===== config.mk =====
export PLATFORM = sky130hd
export DESIGN_NAME = pacman_input_ctrl
export DESIGN_NICKNAME = d
export VERILOG_FILES = /design/src/rtl/pacman_pkg.sv /design/src/rtl/button_debouncer.sv /design/src/rtl/pacman_input_ctrl.sv
export SDC_FILE = /design/constraint.sdc
export NUM_CORES = 1
export LEC_CHECK = 0
export ABC_AREA = 1
export CAP_MARGIN = 25
export CORE_MARGIN = 4
export CORE_UTILIZATION = 45
export CTS_BUF_LIST = sky130_fd_sc_hd__clkbuf_16
export CTS_CLUSTER_DIAMETER = 50
export CTS_CLUSTER_SIZE = 28
export DETAILED_ROUTE_END_ITERATION = 8
export DONT_BUFFER_PORTS = 1
export PLACE_DENSITY = 0.71
export SETUP_SLACK_MARGIN = 0.1
export SYNTH_ARGS = -nofsm -noshare
export SYNTH_HDL_FRONTEND = slang
export SYNTH_SLANG_ARGS = --single-unit

===== constraint.sdc =====
create_clock -name clk -period 2.9 [get_ports clk]
set_clock_uncertainty 0.1 [all_clocks]
set_input_delay 0.29 -clock clk [delete_from_list [all_inputs] [get_ports clk]]
set_output_delay 0.29 -clock clk [all_outputs]
set_load 0.01 [all_outputs]

===== src/rtl/pacman_pkg.sv =====
// Shared state encoding and heading constants for the Pac-Man input controller.
package pacman_pkg;

  typedef enum logic [1:0] {
    ST_IDLE = 2'd0,
    ST_RUN  = 2'd1,
    ST_HALT = 2'd2
  } state_t;

  // Heading bit order: [0]=Left, [1]=Up, [2]=Right, [3]=Down
  localparam logic [3:0] DIR_NONE = 4'b0000;
  localparam logic [3:0] DIR_L    = 4'b0001;
  localparam logic [3:0] DIR_U    = 4'b0010;
  localparam logic [3:0] DIR_R    = 4'b0100;
  localparam logic [3:0] DIR_D    = 4'b1000;

  function automatic logic is_single_dir(input logic [3:0] dirs);
    return (dirs != DIR_NONE) && ((dirs & (dirs - 4'd1)) == DIR_NONE);
  endfunction

endpackage


===== src/rtl/button_debouncer.sv =====
// Two-flop synchronizer followed by a stable-run debounce counter; emits a
// single-cycle pulse when the debounced level rises.
module button_debouncer #(
  parameter int DEBOUNCE_CYCLES = 250000
) (
  input  logic clk,
  input  logic reset,
  input  logic btn,
  output logic press
);

  localparam int CNT_W = $clog2(DEBOUNCE_CYCLES + 1);
  localparam logic [CNT_W-1:0] CNT_LAST = CNT_W'(DEBOUNCE_CYCLES - 1);

  logic             sync_p0;
  logic             sync_p1;
  logic             level;
  logic             level_d;
  logic [CNT_W-1:0] cnt;

  // Stage p0/p1: synchronizer; counter tracks how long p1 has disagreed
  always_ff @(posedge clk or posedge reset) begin
    if (reset) begin
      sync_p0 <= 1'b0;
      sync_p1 <= 1'b0;
      level   <= 1'b0;
      level_d <= 1'b0;
      cnt     <= '0;
    end else begin
      sync_p0 <= btn;
      sync_p1 <= sync_p0;
      level_d <= level;
      if (sync_p1 == level) begin
        cnt <= '0;
      end else if (cnt == CNT_LAST) begin
        level <= sync_p1;
        cnt   <= '0;
      end else begin
        cnt <= cnt + 1'b1;
      end
    end
  end

  assign press = level & ~level_d;

endmodule


===== src/rtl/pacman_input_ctrl.sv =====
// Debounced four-way joystick front end with IDLE/RUN/HALT game-state FSM and
// a held heading register feeding the movement stage.
module pacman_input_ctrl
  import pacman_pkg::*;
#(
  parameter int DEBOUNCE_CYCLES = 250000
) (
  input  logic clk,
  input  logic reset,
  input  logic btnL,
  input  logic btnR,
  input  logic btnU,
  input  logic btnD,
  input  logic start,
  input  logic ack,
  input  logic win,
  input  logic lose,
  output logic Left,
  output logic Right,
  output logic Up,
  output logic Down,
  output logic qIdle,
  output logic qRun,
  output logic qHalt
);

  logic [3:0] press;
  state_t     state;
  state_t     state_nx;
  logic [3:0] heading;
  logic [3:0] heading_nx;
  logic [3:0] dir_q;

  button_debouncer #(.DEBOUNCE_CYCLES(DEBOUNCE_CYCLES)) u_deb_l (
    .clk(clk), .reset(reset), .btn(btnL), .press(press[0]));
  button_debouncer #(.DEBOUNCE_CYCLES(DEBOUNCE_CYCLES)) u_deb_u (
    .clk(clk), .reset(reset), .btn(btnU), .press(press[1]));
  button_debouncer #(.DEBOUNCE_CYCLES(DEBOUNCE_CYCLES)) u_deb_r (
    .clk(clk), .reset(reset), .btn(btnR), .press(press[2]));
  button_debouncer #(.DEBOUNCE_CYCLES(DEBOUNCE_CYCLES)) u_deb_d (
    .clk(clk), .reset(reset), .btn(btnD), .press(press[3]));

  // End-of-game beats any simultaneous press; ambiguous multi-press is ignored
  always_comb begin
    state_nx   = state;
    heading_nx = heading;
    case (state)
      ST_IDLE: begin
        if (start) begin
          state_nx   = ST_RUN;
          heading_nx = DIR_NONE;
        end
      end
      ST_RUN: begin
        if (win || lose) begin
          state_nx   = ST_HALT;
          heading_nx = DIR_NONE;
        end else if (is_single_dir(press)) begin
          heading_nx = press;
        end
      end
      ST_HALT: begin
        if (ack) state_nx = ST_IDLE;
      end
      default: begin
        state_nx   = ST_IDLE;
        heading_nx = DIR_NONE;
      end
    endcase
  end

  // Outputs are registered from next-state values so they align with state
  always_ff @(posedge clk or posedge reset) begin
    if (reset) begin
      state   <= ST_IDLE;
      heading <= DIR_NONE;
      dir_q   <= DIR_NONE;
      qIdle   <= 1'b1;
      qRun    <= 1'b0;
      qHalt   <= 1'b0;
    end else begin
      state   <= state_nx;
      heading <= heading_nx;
      dir_q   <= (state_nx == ST_RUN) ? heading_nx : DIR_NONE;
      qIdle   <= (state_nx == ST_IDLE);
      qRun    <= (state_nx == ST_RUN);
      qHalt   <= (state_nx == ST_HALT);
    end
  end

  assign Left  = dir_q[0];
  assign Up    = dir_q[1];
  assign Right = dir_q[2];
  assign Down  = dir_q[3];

endmodule


### Word level (Yosys, flattened, before mapping)

Cells that the tools add are included.

* $add $sub $neg: 5
* multiply operators: 0
* divide/modulo/power cells: 0
* order comparisons: 0
* equal/unequal tests: 12
* shift-type cells: 0
* mux-type cells: 17
* bitwise gates (word level): 13
* reduce and logical (&&, ||, !) cells: 10

Operators by type and width (number)
* two-way mux 18 bit: 8
* adder 18 x 1 -> 18 bit, second input constant: 4
* == test 18 bit, second input constant: 4
* two-way mux 4 bit: 4
* case mux 4 bit (3 select lines): 1
* NOT 1 bit: 8
* AND reduction 2 bit: 4
* two-way mux 2 bit: 3
* case mux 2 bit (3 select lines): 1
* AND 1 bit: 4
* AND 4 bit: 1
* == test 1 bit: 4
* == test 2 x 1 -> 1 bit, second input constant: 2
* == test 2 bit, second input constant: 2
* logical NOT 2 bit: 2
* logical NOT 4 bit: 1
* nonzero test 4 bit: 1
* subtractor 4 x 1 -> 4 bit, second input constant: 1
* logical AND 1 bit: 1
* logical OR 1 bit: 1

* register bits after elaboration: 101
* bits in latches: 0
* RAM bits: 0
* memory bits (read-only): 0
* output and inout bits: 7
* word-level logic and storage cells: 83
* memories kept: 0

### Logic depth before layout (Yosys ltp)

* word-level depth: 10
* mapped depth: 9

### Hierarchy

Synthesis repeated with hierarchy kept, for this count alone.

* cell total of the unflattened synthesis: 641
* area, all modules: 5250.0 um^2

By module, submodules not included
* button_debouncer at u_deb_d ...: instances 3, cells an instance 138, area an instance 1137.3 um^2
* button_debouncer at u_deb_l: instances 1, cells an instance 139, area an instance 1141.1 um^2
* pacman_input_ctrl: instances 1, cells an instance 88, area an instance 696.9 um^2

### Least setup slack after synthesis

OpenSTA, ideal clock, no wires.

* path type: reg2reg
* from: reg u_deb_u.cnt[0]
* to: reg u_deb_u.cnt[14]
* data arrival time: 1232 ps
* required time: 2683 ps
* setup slack: 1451 ps
* stages on the path, launching flop included: 9
* clock period less this slack: 1449 ps
* path through: dfrtp_1 ha_1 nand3_2 inv_2 nand3_2 nor2_1 nor2_1 nand2_1 nor2_1

* longest elaborated chain between the ends: 3
* elaborated cells between the ends (all ways): 4
* those cells by class: add/sub: 1; eq/ne: 1; mux: 2

Ends and longest elaborated chain
* start: declaration: line button_debouncer.sv:19 `logic [CNT_W-1:0] cnt;`
* start signal: assignment: line button_debouncer.sv:39 `cnt <= cnt + 1'b1;`
* adder 18 x 1 -> 18 bit or == test 18 bit (tied branches): line button_debouncer.sv:39, button_debouncer.sv:35
* two-way mux 18 bit (*): line button_debouncer.sv:35 `end else if (cnt == CNT_LAST) begin`
* two-way mux 18 bit (*): line button_debouncer.sv:33 `if (sync_p1 == level) begin`

Mark *: on every way between the ends. The rest lies on a longest branch, timed or not.
A chain may end at the register's enable or synchronous reset.

### Worst setup path after layout

* from: reg u_deb_l.cnt[0]
* to: reg u_deb_l.cnt[14]

* longest elaborated chain between the ends: 3
* elaborated cells between the ends (all ways): 4
* those cells by class: add/sub: 1; eq/ne: 1; mux: 2

Ends and longest elaborated chain (line)
* start: declaration: button_debouncer.sv:19
* start signal: assignment: button_debouncer.sv:39
* adder 18 x 1 -> 18 bit or == test 18 bit (tied branches): button_debouncer.sv:39, button_debouncer.sv:35
* two-way mux 18 bit (*): button_debouncer.sv:35
* two-way mux 18 bit (*): button_debouncer.sv:33

Marked as above.

==> out/results.tsv <==
metric	value	unit
cp.required	3.08	ns
clockBufferDepth	2	
syn-cell-area	5360	um2
arrival	1.87	ns
finalNonFillerCells	856	
ys_types	34	
maxSlewViolCount	0	
power.density	471	nW/um2
min_period	1.69	ns
vdd_drop_max	250	uV
power.leakage	2.59	nW
slew_headroom	0.620	
ant_nets	0	
cts_made_buffers	9	
crit_fanout	4	
vias_per_cell	4.99	
path_cells	ha_1 -> nand3_1 -> inv_1 -> nand3_1 -> nor2_1 -> nor2_1 -> nand2_1 -> nor2_1	
post-route-util	0.512	
chipHeight	117	um
hpwlAfterDp	7780	um
drt_iter0_markers	238	
critPathSlowestCell	dfrtp_1	
grt_pass1_wl	18900	um
antenna_found_initial	0	
path_delay_family	simple AND/OR/NAND/NOR gates	
die-area	13700	um2
hold_class	in -> reg	
cts_sinks	101	
cts_tree	done	
grt_pass1_vias	4183	
port_buffers	0	
io_pins	17	
path_buf_inv	1	
antennaDiodeCount	0	
yosysSeqAreaShare	0.472	
cp-start-kind	register	
worstMarginPinSlew	0.567	ns
slowest_delay	0.41	ns
hold_ws	0.0506	ns
initial_core_util	0.465	
insertion_delay	0.35	ns
overflow	0	
cts_root_buf	clkbuf_16	
drt-wirelength-per-cell	12.4	um
crit_top_cell	nor2_1	
final.period_utilization	0.582	
end_kind	register	
dpl.cell_count	834	
wirelength	10600	um
p_total	2.77	mW
layout-drive-gt1-share	0.108	
synth_nets	704	
ys_async_sr_fraction	1.00	
grt_max_degree	50	
num_vias	4271	
status	finished, final reports clean	
synth-main-ff-cell	dfrtp_1	
route.detailed.drc	0	
placeableCoreArea	11500	um2
grt_util_all_layers	0.172	
netlist_instances	690	
avgSynthCellArea	7.76	um2
drv_cap	0	
place_congestion	0.924	
post_cts_buffers	0	
drt-pass1-iter-count	5	
ys_seq_elements	101	
setup_tns	0	ns
synth-edff-count	0	
finalSetupViolations	0	
yosys_warnings	0	
area_growth_syn_to_layout	10.1	%
nNetsFinal	722	
rsz0062_at_grt	no	
clock.fmax	0.593	GHz
cts_max_level	3	
path_clk_slew	0.07	ns
hold_viol_final	0	
std_cell_rows	39	
crit_type	reg -> reg	
die_width	117	um
[layer usage]
metal / global-route usage / vias up / wire length [um]
li1: - / 2190 / -
met1: 0.225 / 1981 / 4930
met2: 0.279 / 85 / 5080
met3: 0.0437 / 15 / 422
met4: 0.0612 / 0 / 157
met5: 0 / - / 0
[report_power, final]
| part | leakage (nW) | switching, mW | internal [mW] |
|---|---|---|---|
| registers | 1.37 | 0.0416 | 1.46 |
| clock network | 0.129 | 0.542 | 0.583 |
| logic | 1.09 | 0.103 | 0.0428 |
| total | 2.59 | 0.686 | 2.09 |
[cells in the final DEF (no fill, tap or decap), types with 2 or more instances in the layout]
cell type	synthesis	routed
nor2_1	154	154
nand2_1	143	143
dfrtp_1	100	100
inv_1	84	83
nand3_1	54	54
xor2_1	24	24
nor3_1	19	19
o21ai_0	12	12
a21oi_1	12	12
nor2_2	12	12
nand2_2	11	11
inv_2	9	9
clkbuf_16	0	9
xnor2_1	7	7
nand4_1	6	6
nor3_2	6	6
dlygate4sd3_1	0	6
nand3_2	5	5
nor2_4	4	4
ha_1	4	4
nand3b_1	3	3
and2_1	3	3
clkinvlp_4	0	3
xor2_2	2	2
o21ai_4	2	2
clkinv_2	1	2
a31o_2	2	2
o31ai_1	2	2
clkinv_4	0	2
[through the flow]
| stage | worst slack, ns | instance area, um2 |
|---|---|---|
| 2_1_floorplan | 1.31 | 5360 |
| 3_3_place_gp | 1.27 | 5560 |
| 3_5_place_dp | 1.23 | 5560 |
| 4_1_cts | 1.22 | 5900 |
| 5_1_grt | 1.03 | 5900 |
| 6_report | 1.21 | 5900 |
[Yosys cell counts (9+ instances only)]
cell type,instances,area (um2)
nand2_1,143,537
xor2_1,24,210
nor2_2,12,75.1
inv_1,84,315
inv_2,9,33.8
a21oi_1,12,60.1
dfrtp_1,100,2500
o21ai_0,12,60.1
nor3_1,19,95.1
nor2_1,154,578
nand2_2,11,68.8
nand3_1,54,270
[area by class of cell]
class	count	area [um2]
Multi-Input combinational cell	494	2470
Tap cell	143	179
Inverter	94	358
Clock buffer	9	225
Clock inverter	7	50.0
Fill cell	1072	5620
Timing Repair Buffer	8	87.6
Sequential cell	101	2530
[cells by family (layout without fill, tap and decap cells)]
logic type / count (synthesis) / count (layout) / share of synthesized area
buffers and inverters: 95 / 118 / 0.0671
adder cells (fa/ha/maj): 4 / 4 / 0.00935
XOR/XNOR: 34 / 34 / 0.0598
AO/OA/AOI/OAI: 34 / 34 / 0.0402
flip-flops: 101 / 101 / 0.472
AND/OR/NAND/NOR: 422 / 422 / 0.351
[registers in the layout (all words and copies together), names as in the netlist, 2 cells and up]
name,flops
u_deb_u.cnt,18
u_deb_d.cnt,18
u_deb_l.cnt,18
u_deb_r.cnt,18
heading,4
dir_q,4
state,2
[worst paths after layout]
check                           startpoint               to  slack (ns)  depth (start not counted)
setup reg to reg            u_deb_l.cnt[0]  u_deb_l.cnt[14]        1.21                          8
hold / removal                         win            qHalt        0.05                          2
max in group asynchronous            reset            qIdle        1.58                          3
setup / recovery            u_deb_l.cnt[0]  u_deb_l.cnt[14]        1.21                          8
min in group asynchronous            reset  u_deb_r.cnt[16]        0.32                          2
hold reg to reg            u_deb_r.sync_p0  u_deb_r.sync_p1        0.25                          0
[timing repair]
action,CTS,global route
resized for setup,0,0
hold endpoints to repair,20,0
hold buffers,6,0
Power figures use the tool's default switching activity.
